==> config.mk <==
export PLATFORM = sky130hd
export DESIGN_NAME = mac_job_ctrl
export DESIGN_NICKNAME = d
export VERILOG_FILES = /design/src/rtl/mac_pkg.sv /design/src/rtl/mac_dot16.sv /design/src/rtl/mac_job_ctrl.sv
export SDC_FILE = /design/constraint.sdc
export NUM_CORES = 2
export LEC_CHECK = 0
export BUFFER_PORTS_ARGS = -buffer_cell sky130_fd_sc_hd__buf_2
export CAP_MARGIN = 20
export CORE_MARGIN = 10
export CORE_UTILIZATION = 25
export DETAILED_ROUTE_END_ITERATION = 7
export PLACE_DENSITY = 0.49
export SYNTH_ARGS = -nofsm -noshare
export SYNTH_HDL_FRONTEND = slang
export SYNTH_SLANG_ARGS = --single-unit
==> constraint.sdc <==
create_clock -name clk -period 7.7 [get_ports clk]
set_input_delay 0 -clock clk [delete_from_list [all_inputs] [get_ports clk]]
set_output_delay 0 -clock clk [all_outputs]
set_load 0.01 [all_outputs]
==> src/rtl/mac_pkg.sv <==
// mac_pkg: shared FSM state type and datapath geometry for the MAC job controller
package mac_pkg;
  typedef enum logic [1:0] {IDLE, RUN, DONE} state_t;
  localparam int LANES  = 16;
  localparam int LANE_W = 8;
  localparam int SUM_W  = 20;
  localparam int DATA_W = 2 * LANES * LANE_W;
endpackage

==> src/rtl/mac_dot16.sv <==
// mac_dot16: 16-lane byte dot product of one 256-bit beat through a balanced adder tree
module mac_dot16
  import mac_pkg::*;
(
  input  logic [DATA_W-1:0] in_data,
  output logic [SUM_W-1:0]  beat_sum
);
  localparam int P_W = 2 * LANE_W;
  logic [P_W-1:0] p  [LANES];
  logic [P_W:0]   s1 [LANES/2];
  logic [P_W+1:0] s2 [LANES/4];
  logic [P_W+2:0] s3 [LANES/8];
  genvar i;
  for (i = 0; i < LANES; i++) begin : g_p
    assign p[i] = P_W'(in_data[2*LANE_W*i +: LANE_W]) * P_W'(in_data[2*LANE_W*i+LANE_W +: LANE_W]);
  end
  for (i = 0; i < LANES/2; i++) begin : g_s1
    assign s1[i] = {1'b0, p[2*i]} + {1'b0, p[2*i+1]};
  end
  for (i = 0; i < LANES/4; i++) begin : g_s2
    assign s2[i] = {1'b0, s1[2*i]} + {1'b0, s1[2*i+1]};
  end
  for (i = 0; i < LANES/8; i++) begin : g_s3
    assign s3[i] = {1'b0, s2[2*i]} + {1'b0, s2[2*i+1]};
  end
  assign beat_sum = {1'b0, s3[0]} + {1'b0, s3[1]};
endmodule

==> src/rtl/mac_job_ctrl.sv <==
// mac_job_ctrl: job-sequenced dot-product accumulator; MAC_STALL_CNT_EN adds a stall_cnt output
module mac_job_ctrl
  import mac_pkg::*;
#(
  parameter int LEN_W = 8,
  parameter int ACC_W = 28
) (
  input  logic              clk,
  input  logic              reset,
  input  logic              cmd_valid,
  output logic              cmd_ready,
  input  logic [LEN_W-1:0]  cmd_len,
  input  logic              in_valid,
  output logic              in_ready,
  input  logic [DATA_W-1:0] in_data,
  output logic              out_valid,
  input  logic              out_ready,
  output logic [ACC_W-1:0]  out_data,
  output logic              busy
`ifdef MAC_STALL_CNT_EN
  ,
  output logic [15:0]       stall_cnt
`endif
);
  state_t           state;
  logic [LEN_W:0]   remaining;
  logic [ACC_W-1:0] acc;
  logic [SUM_W-1:0] beat_sum;
  logic             accept;
  mac_dot16 u_dot (.in_data(in_data), .beat_sum(beat_sum));
  assign accept   = state == IDLE && cmd_valid && cmd_ready;
  // the accumulator doubles as the result register, so it persists until the next accept
  assign out_data = acc;
  always_ff @(posedge clk) begin
    if (!reset) begin
      state     <= IDLE;
      remaining <= '0;
      acc       <= '0;
      cmd_ready <= 1'b0;
      in_ready  <= 1'b0;
      out_valid <= 1'b0;
      busy      <= 1'b0;
    end else begin
      case (state)
        IDLE: begin
          cmd_ready <= !accept;
          if (accept) begin
            state     <= RUN;
            remaining <= cmd_len == '0 ? {1'b1, LEN_W'(0)} : {1'b0, cmd_len};
            acc       <= '0;
            in_ready  <= 1'b1;
            busy      <= 1'b1;
          end
        end
        RUN: if (in_valid) begin
          acc       <= acc + ACC_W'(beat_sum);
          remaining <= remaining - (LEN_W+1)'(1);
          if (remaining == (LEN_W+1)'(1)) begin
            state     <= DONE;
            in_ready  <= 1'b0;
            out_valid <= 1'b1;
          end
        end
        DONE: if (out_ready) begin
          state     <= IDLE;
          out_valid <= 1'b0;
          busy      <= 1'b0;
          cmd_ready <= 1'b1;
        end
        default: state <= IDLE;
      endcase
    end
  end
`ifdef MAC_STALL_CNT_EN
  always_ff @(posedge clk) begin
    if (!reset || accept)
      stall_cnt <= '0;
    else if (state == RUN && !in_valid && stall_cnt != 16'hFFFF)
      stall_cnt <= stall_cnt + 16'd1;
  end
`endif
endmodule

# == After elaboration in Yosys (flattened, before gate mapping) ==
# Cells that the tools add are included.
# totals
n_memories,0
rom_bits,0
out_inout_bits,32
elab_cells,84
register_bits,43
in_bits,269
latch_bits,0
ramBits,0
# op_classes
magnitude_cmp,0
div,0
muxes,23
eq_ne,7
reduce_logical,14
add_sub_neg,17
mul,16
bitwise,0
shifts,0
# op_table
op,n
8-bit by 8-bit multiplier with 16-bit output,16
16-bit by 16-bit adder with 17-bit output,8
17-bit by 17-bit adder with 18-bit output,4
28-bit two-way mux,2
28-bit one-hot mux with 2 select lines,1
18-bit by 18-bit adder with 19-bit output,2
28-bit by 20-bit adder with 28-bit output,1
9-bit two-way mux,3
19-bit by 19-bit adder with 20-bit output,1
9-bit one-hot mux with 2 select lines,1
4-bit AND reduction,3
9-bit by 1-bit == test with 1-bit output (second input constant),1
9-bit by 1-bit subtractor with 9-bit output (second input constant),1
8-bit zero test,1
2-bit two-way mux,4
2-bit != test (second input constant),4
1-bit one-hot mux with 2 select lines,4
1-bit two-way mux,7
2-bit one-hot mux with 3 select lines,1
3-bit AND reduction,2
2-bit nonzero test,3
2-bit by 1-bit == test with 1-bit output (second input constant),1
2-bit == test (second input constant),1
1-bit logical AND,2
other kinds (3),3

# == Longest topological paths before layout ==
# logic_depth
ltp_word,8
depth_mapped,32
mapped_depth_nobuf,30

# == Hierarchy ==
# A second synthesis with hierarchy kept.
# hier_totals
hier_cells,4087
area_unflattened_um2,38848.5
# modules_own_cells
mod,n_inst,cells_per_inst,area_per_inst_um2
mac_dot16,1,3719,35979.5
mac_job_ctrl,1,368,2869.0

# == Least setup slack after synthesis ==
# No wires, ideal clock.
# synth_path
path_kind,in2reg
from,input port in_data[141]
to,"register acc[26], in the netlist out_data[26]"
required_ns,7.630
setup_time_ns,0.070
arrival_time_ns,7.592
stages,28
setup_slack_ns,0.038
cell_sequence,clkbuf_1 -> nand2_1 -> fa_1 -> inv_1 -> fa_1 -> inv_1 -> fa_1 -> fa_1 -> fa_1 -> inv_1 -> fa_1 -> fa_1 -> inv_1 -> fa_1 -> inv_1 -> fa_1 -> fa_1 -> inv_1 -> fa_1 -> inv_1 -> ha_1 -> and2_4 -> and3_2 -> nand3_1 -> o21ai_2 -> a41oi_2 -> or3_1 -> a21oi_1
# synth_via
elab_chain_len,8
# synth_rtl
item,line,text
start: declaration,mac_job_ctrl.sv:15,"input logic [DATA_W-1:0] in_data,"
8-bit by 8-bit multiplier with 16-bit output,mac_dot16.sv:15,assign p[i] = P_W'(in_data[2*LANE_W*i +: LANE_W]) * P_W'(in_data[2*LANE_W*i+LANE_W +: LANE_W]);
16-bit by 16-bit adder with 17-bit output,mac_dot16.sv:18,"assign s1[i] = {1'b0, p[2*i]} + {1'b0, p[2*i+1]};"
17-bit by 17-bit adder with 18-bit output,mac_dot16.sv:21,"assign s2[i] = {1'b0, s1[2*i]} + {1'b0, s1[2*i+1]};"
18-bit by 18-bit adder with 19-bit output,mac_dot16.sv:24,"assign s3[i] = {1'b0, s2[2*i]} + {1'b0, s2[2*i+1]};"
19-bit by 19-bit adder with 20-bit output,mac_dot16.sv:26,"assign beat_sum = {1'b0, s3[0]} + {1'b0, s3[1]};"
28-bit by 20-bit adder with 28-bit output,mac_job_ctrl.sv:56,acc <= acc + ACC_W'(beat_sum);
28-bit two-way mux,mac_job_ctrl.sv:55,RUN: if (in_valid) begin
28-bit one-hot mux with 2 select lines,mac_job_ctrl.sv:44,case (state)
end signal: assignment,mac_job_ctrl.sv:56,
end: declaration,mac_job_ctrl.sv:27,logic [ACC_W-1:0] acc;
# Every way passes these cells. The select of a mux whose other input is x is not followed.
# A chain may end at the register's enable or synchronous reset.

# == Final worst setup path ==
# layout_path
from,input port in_data[187]
to,"register acc[22], in the netlist out_data[22]"
# Same word-level chain as after synthesis.

==> flow_summary.toml <==
[timing]
drv_slew = 0
setup_viol = 2
worst_pin_slew_ns = 0.916
min_period_ns = 7.74
finalCritPeriodShare = 1.01
worst_slack_ns = -0.0435
rsz0062_at_grt = "yes"
finalSetupTns_ns = -0.0450
relSlewSlack = 0.389
fin_worst_skew_ns = 0.00815
fmax_mhz = 129
hold_viol = 0

[synthesis]
syn_inst = 4033
synth_edf_count = 0
syn_area_per_cell_sq_um = 9.51
ys_top_cells_by_area = "fa_1 53%, ha_1 15%, inv_1 12%"
seq_area_frac_synth = 0.0225
netlist-cell-type-count = 59
yosys_warnings = 0
synth_common_cells = "1213 x inv_1, 1011 x fa_1, 624 x and2_1, 448 x ha_1, 438 x nand2_1"
async_flop_share = 0
synth-seq-cells = 43
syn-num-nets = 5761
ys.flop_type = "dfxtp_1"
synth_top_cell_by_area = "fa_1"
synthMostInstantiatedCell = "inv_1"
synth_area_sq_um = 38300
netlist.area_leader.share = 0.528

[clocking]
clk_pin_slew_worst_paths_ns = 0.07
cts_tree = "done"
clock_path_buffers = 2
cts_inserted_buffers = 5
cts.sinks = 43
htreeDepth = 2
root_buffer = "clkbuf_16"
cts_hold_buf = 0
clock_latency_ns = 0.29

[global_routing]
grt_pass1_vias = 31600
track_usage = 0.149
grt.overflow.total = 0
antenna_found_initial = 27
grt_max_degree = 25
grt_first_pass_wirelength_um = 193000

[cells_and_area]
regArea_sq_um = 861
fillers = 16200
drive_gt1_frac = 0.178
fin_nets = 6416
multiInputGateArea_sq_um = 33300
synthToLayoutAreaGrowth_pct = 19.8

[route]
wl_per_cell_um = 18.7
wirelength_um = 126000
drt_iter0_markers = 1041
drc = 0
final_antenna_net_count = 0
route.vias.total = 27300
vias_per_cell = 4.06
firstDrtPassIters = 4

[worst_setup_path]
worstPathArrival_ns = 7.97
rr_worst_depth = 21
worstReg2RegEnd = "out_data[22]"
slowest_delay_ns = 0.66
worstPathMaxFanout = 6
start_kind = "input port"
crit_top_cell = "fa_1"
r2r_setup_slack_ns = 1.19
crit_type = "in2reg"
slowest_stage = "fa_2"
crit_buf_inv = 7
cp.required_ns = 7.93
r2r-start = "out_data[5]"
cp_top_family = "adder cells"
endpoint_kind = "flip-flop"

[min_path]
whs_path_depth = 3
min_path_type = "in2reg"
worstHoldStart = "reset"
min_delay_worst_endpoint = "out_data[9]"

[floorplan]
start_util = 0.252
die_w_um = 412
io_pins = 301
dieArea_sq_um = 169000
core_sq_um = 152000
dieHeight_um = 412
core.rowCount = 143

[placed_design]
gp_congestion = 0.907
dp.final_hpwl_um = 120000
portBuffers = 300
pre_cts_slack_ns = -0.559

[run_status]
violations = "setup timing"
outcome = "complete, but fails checks"

[flow_run]
maxCapViolations = 0
## per-stage QoR
stage	area, sq um	std cells	hold slack (ns)	utilization
after floorplan	38300	4033	0.169	-
after global placement	45100	6698	0.343	0.296
after detailed placement	45100	6698	0.363	0.296
after CTS	45500	6714	0.0558	0.299
after global routing	45900	6725	0.0770	0.302
final	45900	6728	0.0606	0.302
## registers in the layout (all words and copies together) (netlist names)
| name | count |
|---|---|
| out_data | 28 |
| busy | 1 |
| cmd_ready | 1 |
| state | 2 |
| out_valid | 1 |
| remaining | 9 |
| in_ready | 1 |
## layout make-up
type | count | area share
clock buffer | 5 | 0.00272
multi-input combinational | 2749 | 0.724
timing repair buffer | 676 | 0.0984
tap | 2030 | 0.0553
inverter | 1213 | 0.0991
antenna | 9 | 0.000490
sequential | 43 | 0.0187
clock inverter | 3 | 0.000954
## worst min-delay path, delay by kind of cell
kind            cells  cell delay [ns]
buf+inv             1             0.13
simple gates        1             0.08
compound gates      1             0.08
## cell families after synthesis
group                      count (synthesis)  synth area share
AOI/OAI and AO/OA                        128            0.0219
xor gates and xnor gates                  11           0.00251
adders and majority gates               1459             0.674
buffers and inverters                   1241             0.122
DFF                                       43            0.0225
muxes                                      1          0.000261
and+or+nand+nor                         1150             0.157
## layout by cell type, fill, tap and decap left out, types with 9 or more instances in the layout
cell     count
inv_1     1186
fa_1       946
and2_1     612
ha_1       441
nand2_1    435
buf_4      364
buf_2      285
fa_2        65
dfxtp_1     43
a21oi_1     36
nor2_1      29
inv_2       27
o21ai_0     20
and2_4      13
buf_6       10
diode_2      9
a21oi_2      9
nand3_1      9
nor3_1       9
a22oi_1      9
buf_12       9
## metal layers
metal / wire (um) / global-route usage
met1: 52200 / 0.184
met2: 67200 / 0.284
met3: 3690 / 0.0109
met4: 2590 / 0.0252
met5: 92 / 0
## timing repair
action                     in CTS  in global routing
setup buffers                   9                  5
pin swaps                      48                 92
setup endpoints to repair      16                 20
resized for setup              52                123
## worst max path at each step
stage                       from           end  depth (start not counted)
finish              in_data[187]  out_data[22]                         27
global route        in_data[187]  out_data[22]                         27
floorplan           in_data[141]  out_data[26]                         28
global placement    in_data[173]  out_data[17]                         26
CTS                 in_data[166]  out_data[24]                         27
detailed placement  in_data[182]  out_data[26]                         27
Power is not shown: default switching activity piles up to over one toggle a cycle in this logic, so the estimate is an artifact.
